$ cat config.mk
export PLATFORM = sky130hd
export DESIGN_NAME = press_gen
export DESIGN_NICKNAME = d
export VERILOG_FILES = /design/src/rtl/press_gen_pkg.sv /design/src/rtl/press_gen_cycle_timer.sv /design/src/rtl/press_gen.sv
export SDC_FILE = /design/constraint.sdc
export NUM_CORES = 1
export LEC_CHECK = 0
export CORE_UTILIZATION = 33
export DETAILED_ROUTE_END_ITERATION = 16
export PLACE_DENSITY = 0.55
export RECOVER_POWER = 50
export SLEW_MARGIN = 30
export SYNTH_ARGS = -nofsm -noshare
export SYNTH_HDL_FRONTEND = slang
export SYNTH_SLANG_ARGS = --single-unit
$ cat constraint.sdc
create_clock -name clk -period 1.28 [get_ports clk]
set_input_delay 0.384 -clock clk [delete_from_list [all_inputs] [get_ports clk]]
set_output_delay 0.384 -clock clk [all_outputs]
set_load 0.005 [all_outputs]
$ cat src/rtl/press_gen_pkg.sv
// Shared types and default constants for the button-press generator.
package press_gen_pkg;

  // Press sequencer states: waiting, key held down, forced release gap.
  typedef enum logic [1:0] {
    IDLE = 2'd0,
    HOLD = 2'd1,
    GAP  = 2'd2
  } state_t;

  // Default timing and queue depth.
  localparam int DEF_HOLD_CYCLES = 5;
  localparam int DEF_GAP_CYCLES  = 3;
  localparam int DEF_MAX_PEND    = 3;

  // Larger of two integers, for sizing the shared cycle timer.
  function automatic int max_int(input int a, input int b);
    return (a > b) ? a : b;
  endfunction

  // Timer width that can hold the longer of the two phase lengths.
  function automatic int timer_width(input int hold_cycles, input int gap_cycles);
    return $clog2(max_int(hold_cycles, gap_cycles) + 1);
  endfunction

endpackage

$ cat src/rtl/press_gen_cycle_timer.sv
// Loadable down-counter that flags when the current phase has reached its
// final cycle. It stops at zero instead of wrapping.
module cycle_timer #(
  parameter int W = 3
) (
  input  logic         clk,
  input  logic         rst_n,
  input  logic         load,
  input  logic [W-1:0] load_val,
  output logic         zero
);

  logic [W-1:0] cnt;

  // Load on phase entry, otherwise count down and hold at zero.
  always_ff @(posedge clk or negedge rst_n) begin
    if (!rst_n) begin
      cnt <= '0;
    end else if (load) begin
      cnt <= load_val;
    end else if (cnt != '0) begin
      cnt <= cnt - 1'b1;
    end
  end

  assign zero = (cnt == '0);

endmodule

$ cat src/rtl/press_gen.sv
// Emulated push-button generator. Each trig request produces one key press:
// key_out held high for HOLD_CYCLES, then forced low for GAP_CYCLES.
// Requests that arrive while a press is running are queued up to MAX_PEND.
// Requests beyond that are discarded, and drop pulses for one cycle.
//
// Request semantics: trig is a fire-and-forget strobe with no ready signal.
// Every cycle it is sampled high counts as exactly one request. The request
// is either accepted (started or queued) or discarded with a drop pulse on
// the following cycle.
module press_gen
  import press_gen_pkg::*;
#(
  parameter int HOLD_CYCLES = DEF_HOLD_CYCLES,
  parameter int GAP_CYCLES  = DEF_GAP_CYCLES,
  parameter int MAX_PEND    = DEF_MAX_PEND
) (
  input  logic                          clk,
  input  logic                          rst_n,
  input  logic                          trig,
  output logic                          key_out,
  output logic                          busy,
  output logic [$clog2(MAX_PEND+1)-1:0] pend_cnt,
  output logic                          drop,
  output state_t                        state_dbg
);

  localparam int PW = $clog2(MAX_PEND + 1);
  localparam int TW = timer_width(HOLD_CYCLES, GAP_CYCLES);

  localparam logic [PW-1:0] PEND_MAX  = PW'(MAX_PEND);
  localparam logic [TW-1:0] HOLD_LOAD = TW'(HOLD_CYCLES - 1);
  localparam logic [TW-1:0] GAP_LOAD  = TW'(GAP_CYCLES - 1);

  state_t         state;
  state_t         state_nxt;
  logic           timer_zero;
  logic           timer_load;
  logic [TW-1:0]  timer_val;
  logic           key_nxt;
  logic           drop_nxt;
  logic [PW-1:0]  pend_nxt;
  logic           gap_last;
  logic           queue_full;

  // The final GAP cycle is where a queued press (or a fresh trig) hands over
  // straight into the next HOLD with no idle cycle in between.
  assign gap_last   = (state == GAP) && timer_zero;
  assign queue_full = (pend_cnt == PEND_MAX);

  cycle_timer #(
    .W (TW)
  ) u_timer (
    .clk      (clk),
    .rst_n    (rst_n),
    .load     (timer_load),
    .load_val (timer_val),
    .zero     (timer_zero)
  );

  // State register.
  always_ff @(posedge clk or negedge rst_n) begin
    if (!rst_n) begin
      state <= IDLE;
    end else begin
      state <= state_nxt;
    end
  end

  // Next-state: phases advance when the timer reports the last cycle.
  always_comb begin
    state_nxt = state;
    unique case (state)
      IDLE: begin
        if (trig) begin
          state_nxt = HOLD;
        end
      end
      HOLD: begin
        if (timer_zero) begin
          state_nxt = GAP;
        end
      end
      GAP: begin
        if (timer_zero) begin
          state_nxt = (trig || (pend_cnt != '0)) ? HOLD : IDLE;
        end
      end
      default: begin
        state_nxt = IDLE;
      end
    endcase
  end

  // Outputs and queue bookkeeping for the upcoming cycle.
  always_comb begin
    key_nxt    = (state_nxt == HOLD);
    timer_load = (state_nxt != state) && (state_nxt != IDLE);
    timer_val  = (state_nxt == HOLD) ? HOLD_LOAD : GAP_LOAD;
    pend_nxt   = pend_cnt;
    drop_nxt   = 1'b0;
    if (gap_last) begin
      // A trig on the final gap cycle cancels against the queued press that
      // starts now. It never drops, because the consume frees a slot.
      if (!trig && (pend_cnt != '0)) begin
        pend_nxt = pend_cnt - 1'b1;
      end
    end else if (trig && (state != IDLE)) begin
      if (queue_full) begin
        drop_nxt = 1'b1;
      end else begin
        pend_nxt = pend_cnt + 1'b1;
      end
    end
  end

  // Registered outputs, so key_out has no combinational path from trig.
  always_ff @(posedge clk or negedge rst_n) begin
    if (!rst_n) begin
      key_out  <= 1'b0;
      pend_cnt <= '0;
      drop     <= 1'b0;
    end else begin
      key_out  <= key_nxt;
      pend_cnt <= pend_nxt;
      drop     <= drop_nxt;
    end
  end

  assign busy      = (state != IDLE);
  assign state_dbg = state;

endmodule

==> impl_metrics.env <==
export IMPL_synth_top_area_share_pct=37.9
export IMPL_root_buffer="clkbuf_4"
export IMPL_fin_crit_ns=1.39
export IMPL_first_pass_iters=4
export IMPL_synth_most_common_cell="dfrtp_1"
export IMPL_irDropWorstVdd_uv=1250
export IMPL_synth_simple_gate_area_share_pct=17.5
export IMPL_sequentialPowerShare_pct=21.0
export IMPL_busiest_layer="met2"
export IMPL_synth_compound_area_share_pct=24.4
export IMPL_syn_area_um2=594
export IMPL_stdcell_count=118
export IMPL_route_vias_total=581
export IMPL_cap_violations=0
export IMPL_yosysWarnings=0
export IMPL_rr_startpoint="u_timer.cnt[0]"
export IMPL_die_h_um=44.4
export IMPL_drive_above_1_share_pct=53.2
export IMPL_synth_fa_ha_area_share_pct=4.21
export IMPL_p_sw_w=0.000962
export IMPL_max_freq_ghz=0.718
export IMPL_drt_iter0_drc=14
export IMPL_syn_nets=66
export IMPL_die_area_um2=1970
export IMPL_die_x_um=44.4
export IMPL_hold_viol=0
export IMPL_dp_cells=102
export IMPL_outcome="finished with violations"
export IMPL_synth_edff_count=0
export IMPL_failed_checks="negative setup slack"
export IMPL_setup_tns_ns=-0.345
export IMPL_cp_end_kind="output pin"
export IMPL_setup_ws_ns=-0.112
export IMPL_cts_reportedPaths_clkPinSlew_ns=0.07
export IMPL_core_area_um2=1590
export IMPL_p_sw_share_pct=38.0
export IMPL_ys_seq_area_share_pct=37.9
export IMPL_clock_latency_ns=0.27
export IMPL_grt_pass1_vias=520
export IMPL_reg2reg_setup_slack_ns=-0.06
export IMPL_use_met1_pct=21.0
export IMPL_fp_row_count=14
export IMPL_p_clk_share_pct=9.2
export IMPL_via_per_inst=4.92
export IMPL_pre_cts_ws_ns=-0.264
export IMPL_r2r_cells=7
export IMPL_finalSetupViolCount=6
export IMPL_num_io_pins=10
export IMPL_gr_usage_met2_pct=25.3
export IMPL_p_leak_nw=0.417
export IMPL_hold_end="u_timer.cnt[0]"
export IMPL_p_int_w=0.00157
export IMPL_holdPathStages=2
export IMPL_start_util_pct=37.3
export IMPL_use_met3_pct=8.57
export IMPL_synth_common_cells="dfrtp_1, nor2_1, o21ai_0, a21oi_1, nand2_1"
export IMPL_synth_top_family_by_area="compound AO/OA/AOI/OAI gates"
export IMPL_cp_arrival_ns=1.01
export IMPL_power_density_nw_per_um2=2720
export IMPL_portBuffers=9
export IMPL_rsz0062_at_grt="yes"
export IMPL_fill_cells=150
export IMPL_gp_congestion=0.807
export IMPL_cts_buffers=3
export IMPL_crit_fanout=2
export IMPL_synth_area_mux_share_pct=1.68
export IMPL_drv_slew=0
export IMPL_fin_nets=100
export IMPL_grt_overflow_total=0
export IMPL_yosys_top_cells_area="dfrtp_1, buf_6, o21ai_0, clkbuf_8, a21oi_1"
export IMPL_cts_tree="yes"
export IMPL_routed_wl_mm=1.49
export IMPL_startpoint_type="flop"
export IMPL_synth_largest_area_cell="dfrtp_1"
export IMPL_ant_nets=0
export IMPL_min_from="u_timer.cnt[0]"
export IMPL_critPathRequiredTime_ns=0.90
export IMPL_period_share_pct=109
export IMPL_slew_headroom_pct=64.8
export IMPL_synth_flop_cell="dfrtp_1"
export IMPL_cts_buffer_depth=2
export IMPL_synth_xor_area_share_pct=1.47
export IMPL_async_flop_share_pct=100
export IMPL_antenna_cells=0
export IMPL_synth_cells=61
export IMPL_skew_ns=0.00481
export IMPL_synth_cell_types=27
export IMPL_post_drt_wl_per_cell_um=12.7
export IMPL_drc=0
export IMPL_cts_sink_count=9
export IMPL_syn2layout_area_growth_pct=56.6
export IMPL_ys_ff_latch=9
export IMPL_grt_usage_pct=16.9
export IMPL_grt_pass1_wl_mm=2.31
export IMPL_htree_levels=1
export IMPL_grt_max_degree=10
export IMPL_pwr_share_comb_pct=69.8
export IMPL_hp_class="flop to flop"
export IMPL_path_class="flop to output pin"
export IMPL_tightest_slew_ns=0.528
export IMPL_grt_antenna_before_repair=0
export IMPL_syn_avg_cell_area_um2=9.74
export IMPL_timing_rr_end="pend_cnt[1]"
[cells in the final DEF (no fill, tap or decap)]
master,n
o21ai_1,4
clkdlybuf4s15_1,2
o221a_2,2
nand2_1,5
o21ai_2,3
a2bb2oi_1,1
o31a_1,1
buf_4,17
buf_8,1
o21a_1,1
xnor2_1,1
o211ai_1,1
clkbuf_4,3
o21bai_4,1
nor2b_4,2
inv_2,3
or3_4,1
or2_1,1
and2b_2,1
clkdlybuf4s50_1,1
or2b_2,1
dlygate4sd3_1,1
dfrtp_1,9
nand3b_1,1
a21oi_2,2
clkbuf_1,2
o221ai_2,1
nor3b_4,1
buf_6,6
clkbuf_2,4
inv_1,1
and3_1,1
nor2_1,6
ha_4,1
ha_1,1
mux2i_1,1
a21oi_1,3
[registers in the layout, indices dropped and copies added, names as in the netlist]
signal,flops
pend_cnt,2
state_dbg,2
u_timer.cnt,3
drop,1
key_out,1
[worst max-delay path by stage]
stage / start / to
after global placement: trig / key_out
after global routing: state_dbg[0] / busy
after floorplan: u_timer.cnt[0] / key_out
after CTS: state_dbg[0] / busy
after detailed placement: trig / key_out
final: state_dbg[0] / busy
[worst max-delay path, cell delays in order (launching register included)]
cell and delay, ns:
dfrtp_1 0.39, or2_1 0.24, clkbuf_2 0.11
[routing by layer]
layer	up-vias	routed length (um)
met4	0	9
met2	15	751
li1	281	-
met3	3	86
met1	282	646
met5	-	0
[stage by stage]
step	cell area, um^2	utilization [%]	power [W]	hold slack, ns
final	931	58.4	0.00253	0.575
after floorplan	604	-	0.00137	0.0884
after global routing	931	58.4	0.00273	0.599
after detailed placement	761	47.7	0.00181	0.550
after global placement	761	47.7	0.00179	0.548
after CTS	872	54.7	0.00228	0.391
[final cells by class]
class	instances	area (um^2)	area share (%)
inverter	4	15.0	1.61
tap	24	30.0	3.23
timing repair buffer	33	274	29.4
clock buffer	4	26.3	2.82
multi-input combinational	44	360	38.7
sequential	9	225	24.2
[logic make-up after synthesis]
| kind of cell | count (synthesis) |
|---|---|
| multiplexers | 1 |
| AO/OA/AOI/OAI | 20 |
| buffers and inverters | 9 |
| flip-flops | 9 |
| adder cells (fa/ha/maj) | 2 |
| AND/OR/NAND/NOR | 19 |
| XOR/XNOR | 1 |
[what timing repair did]
item	4_1_cts	5_1_grt
cloned	1	0
endpoints found under the setup margin	16	15
buffers inserted	7	5
resized for setup	23	22
pin swaps	9	9
hold buffers	0	0
[power by group through the flow]
stage	clock [W]	combinational (W)	sequential, W
2_1_floorplan	0	0.000822	0.000552
4_1_cts	0.000239	0.00152	0.000522
5_1_grt	0.000257	0.00192	0.000552
6_report	0.000233	0.00177	0.000532
3_5_place_dp	0	0.00130	0.000507
3_3_place_gp	0	0.00129	0.000505
Note: power is estimated with default switching activity, not from simulation.
